==> src/rtl/multicycle_core.sv <==
// Multicycle CPU core: FETCH/EXEC/MEM/HALTED sequencing, latched Z/N flags and a req/ack data port.
// Optional macro STACK_GUARD_EN: PUSH at sp==0 or POP at the reset sp faults and halts instead of accessing memory.
module multicycle_core #(
   parameter int DW   = 16,
   parameter int AW   = 10,
   parameter int NREG = 16
) (
   input  logic          clk,
   input  logic          reset,
   output logic [AW-1:0] imem_addr,
   input  logic [15:0]   imem_rdata,
   output logic          dmem_req,
   output logic          dmem_we,
   output logic [AW-1:0] dmem_addr,
   output logic [DW-1:0] dmem_wdata,
   input  logic [DW-1:0] dmem_rdata,
   input  logic          dmem_ack,
   output logic          halted,
   output logic          fault
);

   typedef enum logic [1:0] {S_FETCH, S_EXEC, S_MEM, S_HALT} state_t;

   localparam logic [AW-1:0] SP_RST = {{(AW-1){1'b1}}, 1'b0};
   localparam logic [AW-1:0] ONE_A  = AW'(1);

   state_t        r_state, w_state_nxt;
   logic [DW-1:0] r_regs [NREG];
   logic [AW-1:0] r_pc, r_sp, r_dmem_addr;
   logic [DW-1:0] r_dmem_wdata;
   logic          r_z, r_n, r_dmem_req, r_dmem_we, r_halted, r_fault;
   logic [3:0]    r_op, r_rd;

   logic [3:0]    w_op, w_rd, w_rx, w_ry;
   logic [DW-1:0] w_rx_val, w_ry_val, w_rd_val, w_imm, w_res;
   logic [AW-1:0] w_tgt;
   logic          w_alu_wr, w_flag_wr, w_taken, w_guard;

   logic [AW-1:0] w_pc_nxt, w_sp_nxt, w_addr_nxt;
   logic [DW-1:0] w_wdata_nxt, w_rf_data;
   logic [3:0]    w_rf_idx;
   logic          w_z_nxt, w_n_nxt, w_req_nxt, w_we_nxt, w_halt_nxt, w_fault_nxt, w_rf_we;

   assign w_op  = imem_rdata[15:12];
   assign w_rd  = imem_rdata[11:8];
   assign w_rx  = imem_rdata[7:4];
   assign w_ry  = imem_rdata[3:0];
   assign w_imm = {{(DW-8){imem_rdata[7]}}, imem_rdata[7:0]};
   assign w_tgt = AW'(imem_rdata[9:0]);

   // Indices beyond the implemented file read as zero
   assign w_rx_val = (int'(w_rx) < NREG) ? r_regs[w_rx] : '0;
   assign w_ry_val = (int'(w_ry) < NREG) ? r_regs[w_ry] : '0;
   assign w_rd_val = (int'(w_rd) < NREG) ? r_regs[w_rd] : '0;

   always_comb begin
      w_res     = '0;
      w_alu_wr  = 1'b0;
      w_flag_wr = 1'b0;
      case (w_op)
         4'h1: begin w_res = w_rx_val + w_ry_val;     w_alu_wr = 1'b1; w_flag_wr = 1'b1; end
         4'h2: begin w_res = w_rx_val - w_ry_val;     w_alu_wr = 1'b1; w_flag_wr = 1'b1; end
         4'h3: begin w_res = w_rx_val & w_ry_val;     w_alu_wr = 1'b1; w_flag_wr = 1'b1; end
         4'h4: begin w_res = w_rx_val | w_ry_val;     w_alu_wr = 1'b1; w_flag_wr = 1'b1; end
         4'h5: begin w_res = w_rd_val + w_imm;        w_alu_wr = 1'b1; w_flag_wr = 1'b1; end
         4'h6: begin w_res = w_imm;                   w_alu_wr = 1'b1; end
         4'h7: begin w_res = w_rx_val << imem_rdata[3:0]; w_alu_wr = 1'b1; w_flag_wr = 1'b1; end
         4'h8: begin w_res = w_rx_val >> imem_rdata[3:0]; w_alu_wr = 1'b1; w_flag_wr = 1'b1; end
         4'hE: begin w_res = w_rx_val - w_ry_val;     w_flag_wr = 1'b1; end
         default: ;
      endcase
   end

   always_comb begin
      case (imem_rdata[11:10])
         2'b00:   w_taken = 1'b1;
         2'b01:   w_taken = r_z;
         2'b10:   w_taken = r_n;
         default: w_taken = r_z | r_n;
      endcase
   end

`ifdef STACK_GUARD_EN
   assign w_guard = ((w_op == 4'hB) && (r_sp == '0)) || ((w_op == 4'hC) && (r_sp == SP_RST));
`else
   assign w_guard = 1'b0;
`endif

   always_comb begin
      w_state_nxt = r_state;
      w_pc_nxt    = r_pc;
      w_sp_nxt    = r_sp;
      w_z_nxt     = r_z;
      w_n_nxt     = r_n;
      w_req_nxt   = r_dmem_req;
      w_we_nxt    = r_dmem_we;
      w_addr_nxt  = r_dmem_addr;
      w_wdata_nxt = r_dmem_wdata;
      w_halt_nxt  = r_halted;
      w_fault_nxt = r_fault;
      w_rf_we     = 1'b0;
      w_rf_idx    = w_rd;
      w_rf_data   = w_res;
      case (r_state)
         S_FETCH: w_state_nxt = S_EXEC;
         S_EXEC: begin
            case (w_op)
               4'h9, 4'hA, 4'hB, 4'hC: begin
                  if (w_guard) begin
                     w_state_nxt = S_HALT;
                     w_halt_nxt  = 1'b1;
                     w_fault_nxt = 1'b1;
                  end else begin
                     w_state_nxt = S_MEM;
                     w_req_nxt   = 1'b1;
                     w_we_nxt    = (w_op == 4'hA) || (w_op == 4'hB);
                     w_wdata_nxt = w_ry_val;
                     case (w_op)
                        4'hB:    w_addr_nxt = r_sp;
                        4'hC:    w_addr_nxt = r_sp + ONE_A;
                        default: w_addr_nxt = w_rx_val[AW-1:0];
                     endcase
                  end
               end
               4'hD: begin
                  w_pc_nxt    = w_taken ? w_tgt : r_pc + ONE_A;
                  w_state_nxt = S_FETCH;
               end
               4'hF: begin
                  w_state_nxt = S_HALT;
                  w_halt_nxt  = 1'b1;
               end
               default: begin
                  w_rf_we     = w_alu_wr;
                  w_pc_nxt    = r_pc + ONE_A;
                  w_state_nxt = S_FETCH;
                  if (w_flag_wr) begin
                     w_z_nxt = (w_res == '0);
                     w_n_nxt = w_res[DW-1];
                  end
               end
            endcase
         end
         S_MEM: begin
            if (dmem_ack) begin
               w_req_nxt   = 1'b0;
               w_pc_nxt    = r_pc + ONE_A;
               w_state_nxt = S_FETCH;
               w_rf_idx    = r_rd;
               w_rf_data   = dmem_rdata;
               w_rf_we     = (r_op == 4'h9) || (r_op == 4'hC);
               if (r_op == 4'hB) w_sp_nxt = r_sp - ONE_A;
               if (r_op == 4'hC) w_sp_nxt = r_sp + ONE_A;
            end
         end
         default: ;
      endcase
   end

   always_ff @(posedge clk or posedge reset) begin
      if (reset) r_state <= S_FETCH;
      else       r_state <= w_state_nxt;
   end

   always_ff @(posedge clk or posedge reset) begin
      if (reset) begin
         r_pc         <= '0;
         r_sp         <= SP_RST;
         r_z          <= 1'b0;
         r_n          <= 1'b0;
         r_dmem_req   <= 1'b0;
         r_dmem_we    <= 1'b0;
         r_dmem_addr  <= '0;
         r_dmem_wdata <= '0;
         r_halted     <= 1'b0;
         r_fault      <= 1'b0;
         r_op         <= '0;
         r_rd         <= '0;
         for (int i = 0; i < NREG; i++) r_regs[i] <= '0;
      end else begin
         r_pc         <= w_pc_nxt;
         r_sp         <= w_sp_nxt;
         r_z          <= w_z_nxt;
         r_n          <= w_n_nxt;
         r_dmem_req   <= w_req_nxt;
         r_dmem_we    <= w_we_nxt;
         r_dmem_addr  <= w_addr_nxt;
         r_dmem_wdata <= w_wdata_nxt;
         r_halted     <= w_halt_nxt;
         r_fault      <= w_fault_nxt;
         // Opcode and rd are kept for the ack cycle; the ROM output need not hold
         if (r_state == S_EXEC) begin
            r_op <= w_op;
            r_rd <= w_rd;
         end
         if (w_rf_we && (int'(w_rf_idx) < NREG)) r_regs[w_rf_idx] <= w_rf_data;
      end
   end

   assign imem_addr  = r_pc;
   assign dmem_req   = r_dmem_req;
   assign dmem_we    = r_dmem_we;
   assign dmem_addr  = r_dmem_addr;
   assign dmem_wdata = r_dmem_wdata;
   assign halted     = r_halted;
   assign fault      = r_fault;

endmodule
==> config.mk <==
export PLATFORM = sky130hd
export DESIGN_NAME = multicycle_core
export DESIGN_NICKNAME = d
export VERILOG_FILES = /design/src/rtl/multicycle_core.sv
export SDC_FILE = /design/constraint.sdc
export NUM_CORES = 1
export LEC_CHECK = 0
export ABC_CLOCK_PERIOD_IN_PS = 29100
export BUFFER_PORTS_ARGS = -buffer_cell sky130_fd_sc_hd__buf_4
export CAP_MARGIN = 15
export CELL_PAD_IN_SITES_DETAIL_PLACEMENT = 1
export CELL_PAD_IN_SITES_GLOBAL_PLACEMENT = 1
export CORE_MARGIN = 1
export CORE_UTILIZATION = 55
export DETAILED_ROUTE_END_ITERATION = 8
export PLACE_DENSITY = 0.94
export SYNTH_ARGS = -nofsm -noshare
export SYNTH_HDL_FRONTEND = slang
export SYNTH_SLANG_ARGS = --single-unit
==> constraint.sdc <==
create_clock -name clk -period 29.1 [get_ports clk]
set_input_delay 2.91 -clock clk [delete_from_list [all_inputs] [get_ports clk]]
set_output_delay 2.91 -clock clk [all_outputs]
set_load 0.05 [all_outputs]
==> impl_metrics.ini <==
[status]
outcome = finished, final reports clean

[synth]
synth-edff-count = 0
syn_area_sq_um = 23180
synthCells = 2125
syn-num-nets = 2201
synth-seq-area-share = 0.3427
synthDistinctLibCells = 91
postSynthAreaPerCell_sq_um = 10.91
post-synth-top-area-cell = dfrtp_1
synth.top_cell.area_share = 0.3325
ys_ff_latch = 317
synth_ff_type = dfrtp_1
synthTopCellsByArea = dfrtp_1 (33%), mux4_2 (18%), mux2_2 (12%), nand2_1 (4.1%), mux2i_1 (3.2%)
synthArstFlopShare = 1.000
ys_warn_count = 0

[floorplanning]
core.rowCount = 74
die_area_sq_um = 42970
initial_core_util = 0.5626
coreArea_sq_um = 41200
die_h_microns = 207.3
dieWidth_microns = 207.3
boundaryPins = 75

[worst_setup_path]
reg2reg_to = r_regs[63]
crit_fanout = 49
cp.arrival_ns = 10.96
crit_path_start_kind = primary input
critPathKind = in2reg
r2r_setup_slack_ns = 22.16
slowest_delay_ns = 0.88
crit_chain = buf_4, buf_4, mux2i_1, a22oi_1, a21oi_1, or2_2, clkinv_1, ha_1, o2111ai_1, and4b_1, o31ai_1, o21bai_1, xnor2_1, xor2_1, a211o_1, mux2i_2, o21ai_0
cp_common_cell = buf_4
crit_path_start = imem_rdata[4]
rr_worst_depth = 15
critPathCaptureType = flip-flop
required_ns = 29.50
critPathSlowestCell = mux2i_1
crit_end = r_regs[63]
reg2reg_from = r_regs[226]

[global_routing]
use_met3 = 0.2401
grt_pass1_wl_microns = 162100
grt.total_usage = 0.5227
use_met2 = 0.7531
grt_start_max_net_pins = 185
met1_usage = 0.6027
overflow = 0
grt_pass1_vias = 23190
antenna_found_initial = 10
top_usage_layer = met2

[routing]
vias = 22250
firstDrtPassIters = 7
antenna_left = 0
route.detailed.drc = 0
wl_per_cell_microns = 40.99
drt_iter0_markers = 4015
routed_wl_microns = 110400
vias_per_cell = 8.258

[timing]
rsz0062_at_grt = false
final.min_clock_period_ns = 10.57
finalHoldViolCount = 0
fmax_mhz = 94.64
fin_crit_sh = 0.3631
worst_pin_slew_ns = 1.287
drv_slew = 0
fin_tns_setup_ns = 0
finalSetupViolCount = 0
fin_skew_ns = 0.02916
slew_headroom = 0.1356

[final_layout]
drive_gt1_frac = 0.3031
final_nets = 2211
regArea_sq_um = 7944
fillerInstances = 4223
area_growth_pct = 9.220
multiInputGateArea_sq_um = 14390
utilization = 0.6144

[placement]
dp_hpwl_microns = 70890
io_buffers = 73
globalplace.congestion = 1.013

[pwr]
power.density_nw_per_um2 = 93.75
ir_drop_mv = 0.06558
p_leak_nw = 11.15

[min_path]
hp-class = reg2reg

[clocking]
numCtsBuffers = 37
ctsHoldBuffers = 0
clk_pin_slew_worst_paths_ns = 0.06
cts_tree = yes
cts_resized = 0
cts_buffer_depth = 3
ctsHtreeMaxLevel = 2
cts.sinks = 317
worstSkewPairLatency_ns = 0.60
root_buffer = clkbuf_16
post_cts_buffers = 0

[job]
maxCapViolCount = 0
-- placed cells by master (no fill, tap or decap), types with 8 or more instances in the layout --
cell type | netlist | layout
dfrtp_1 | 308 | 308
nand2_1 | 252 | 252
mux2_2 | 239 | 239
mux4_2 | 183 | 183
buf_4 | 8 | 126
nor2_1 | 112 | 110
o21ai_0 | 96 | 96
a21oi_1 | 80 | 79
mux2i_1 | 73 | 73
nand3_1 | 43 | 43
nor3_1 | 42 | 40
ha_1 | 39 | 39
a22oi_1 | 38 | 38
clkbuf_16 | 0 | 38
inv_1 | 33 | 32
o22ai_1 | 28 | 28
xnor2_1 | 27 | 27
xor2_1 | 24 | 24
a221oi_1 | 20 | 20
nand2b_1 | 19 | 19
a31oi_1 | 16 | 16
nor2b_1 | 21 | 16
and2_1 | 16 | 16
a21o_1 | 15 | 15
nand4_1 | 15 | 15
clkbuf_1 | 85 | 15
a211oi_1 | 14 | 14
and3_1 | 13 | 13
a22o_1 | 10 | 10
or2_2 | 9 | 9
o31ai_1 | 9 | 9
nor4_1 | 9 | 9
dfstp_2 | 9 | 9
or3_1 | 8 | 8
-- critical path, delay by kind of cell --
family	cells	cell delay, ns
AOI/OAI and AO/OA	7	2.87
buffers and inverters	3	1.85
muxes	2	1.71
and+or+nand+nor	2	0.53
adders and majority gates	1	0.53
xor gates and xnor gates	2	0.38
-- cell families after synthesis --
logic type               after synthesis  synth area share
adder cells (fa/ha/maj)               41           0.02278
buffers and inverters                199           0.03854
other                                  1         0.0001618
XOR/XNOR                              51           0.01927
multiplexers                         503            0.3340
AO/OA/AOI/OAI                        421            0.1239
AND/OR/NAND/NOR                      592            0.1187
flip-flops                           317            0.3427
-- cell usage after synthesis, types with 30 or more instances --
library cell and count:
mux4_2 183, clkbuf_1 85, buf_1 30, nor3_1 42, dfrtp_1 308, nand2_1 252, nor2_1 112, a22oi_1 38
inv_1 33, mux2_2 239, nand3_1 43, ha_1 39, mux2i_1 73, o21ai_0 96, a21oi_1 80
-- layout make-up --
cell class	instances	area share
Tap cell	532	0.02629
Multi-Input combinational cell	1609	0.5685
Inverter	42	0.006524
Clock buffer	56	0.04142
Timing Repair Buffer	128	0.03845
Antenna cell	1	0.00009885
Clock inverter	9	0.004893
Sequential cell	317	0.3138
-- routing by layer --
layer	vias up	wire (microns)
li1	8146	-
met1	10990	36220
met2	2208	46750
met3	895	16710
met4	14	10640
met5	-	118
-- how the worst min path moves through the flow --
stage | startpoint | end | cells past startpoint
finish | halted | halted | 1
floorplan | r_z | r_z | 2
global placement | halted | halted | 1
detailed placement | halted | halted | 1
global route | halted | halted | 1
CTS | halted | halted | 1
-- state kept, by name, summed over array words and instances (netlist names) --
register,cells
r_sp,10
dmem_addr,10
dmem_wdata,16
r_state,2
halted,1
r_op,4
r_regs,256
dmem_req,1
imem_addr,10
r_z,1
dmem_we,1
r_n,1
r_rd,4
-- stage by stage --
stage | worst slack, ns | std cells | hold WS [ns] | total power, mW | area, sq um
CTS | 19.79 | 2687 | 0.4768 | 2.289 | 25260
floorplan | 17.43 | 2125 | 0.4498 | 1.418 | 23180
global route | 18.51 | 2693 | 0.5023 | 2.421 | 25310
finish | 18.53 | 2694 | 0.4701 | 2.373 | 25320
global placement | 19.66 | 2621 | 0.4483 | 1.689 | 24080
detailed placement | 19.31 | 2622 | 0.4628 | 1.784 | 24090
-- power by group --
part	switching (mW)	internal, mW
registers	0.198	0.587
logic	0.667	0.441
clock network	0.212	0.268
Note: power is estimated with default switching activity, not from simulation.
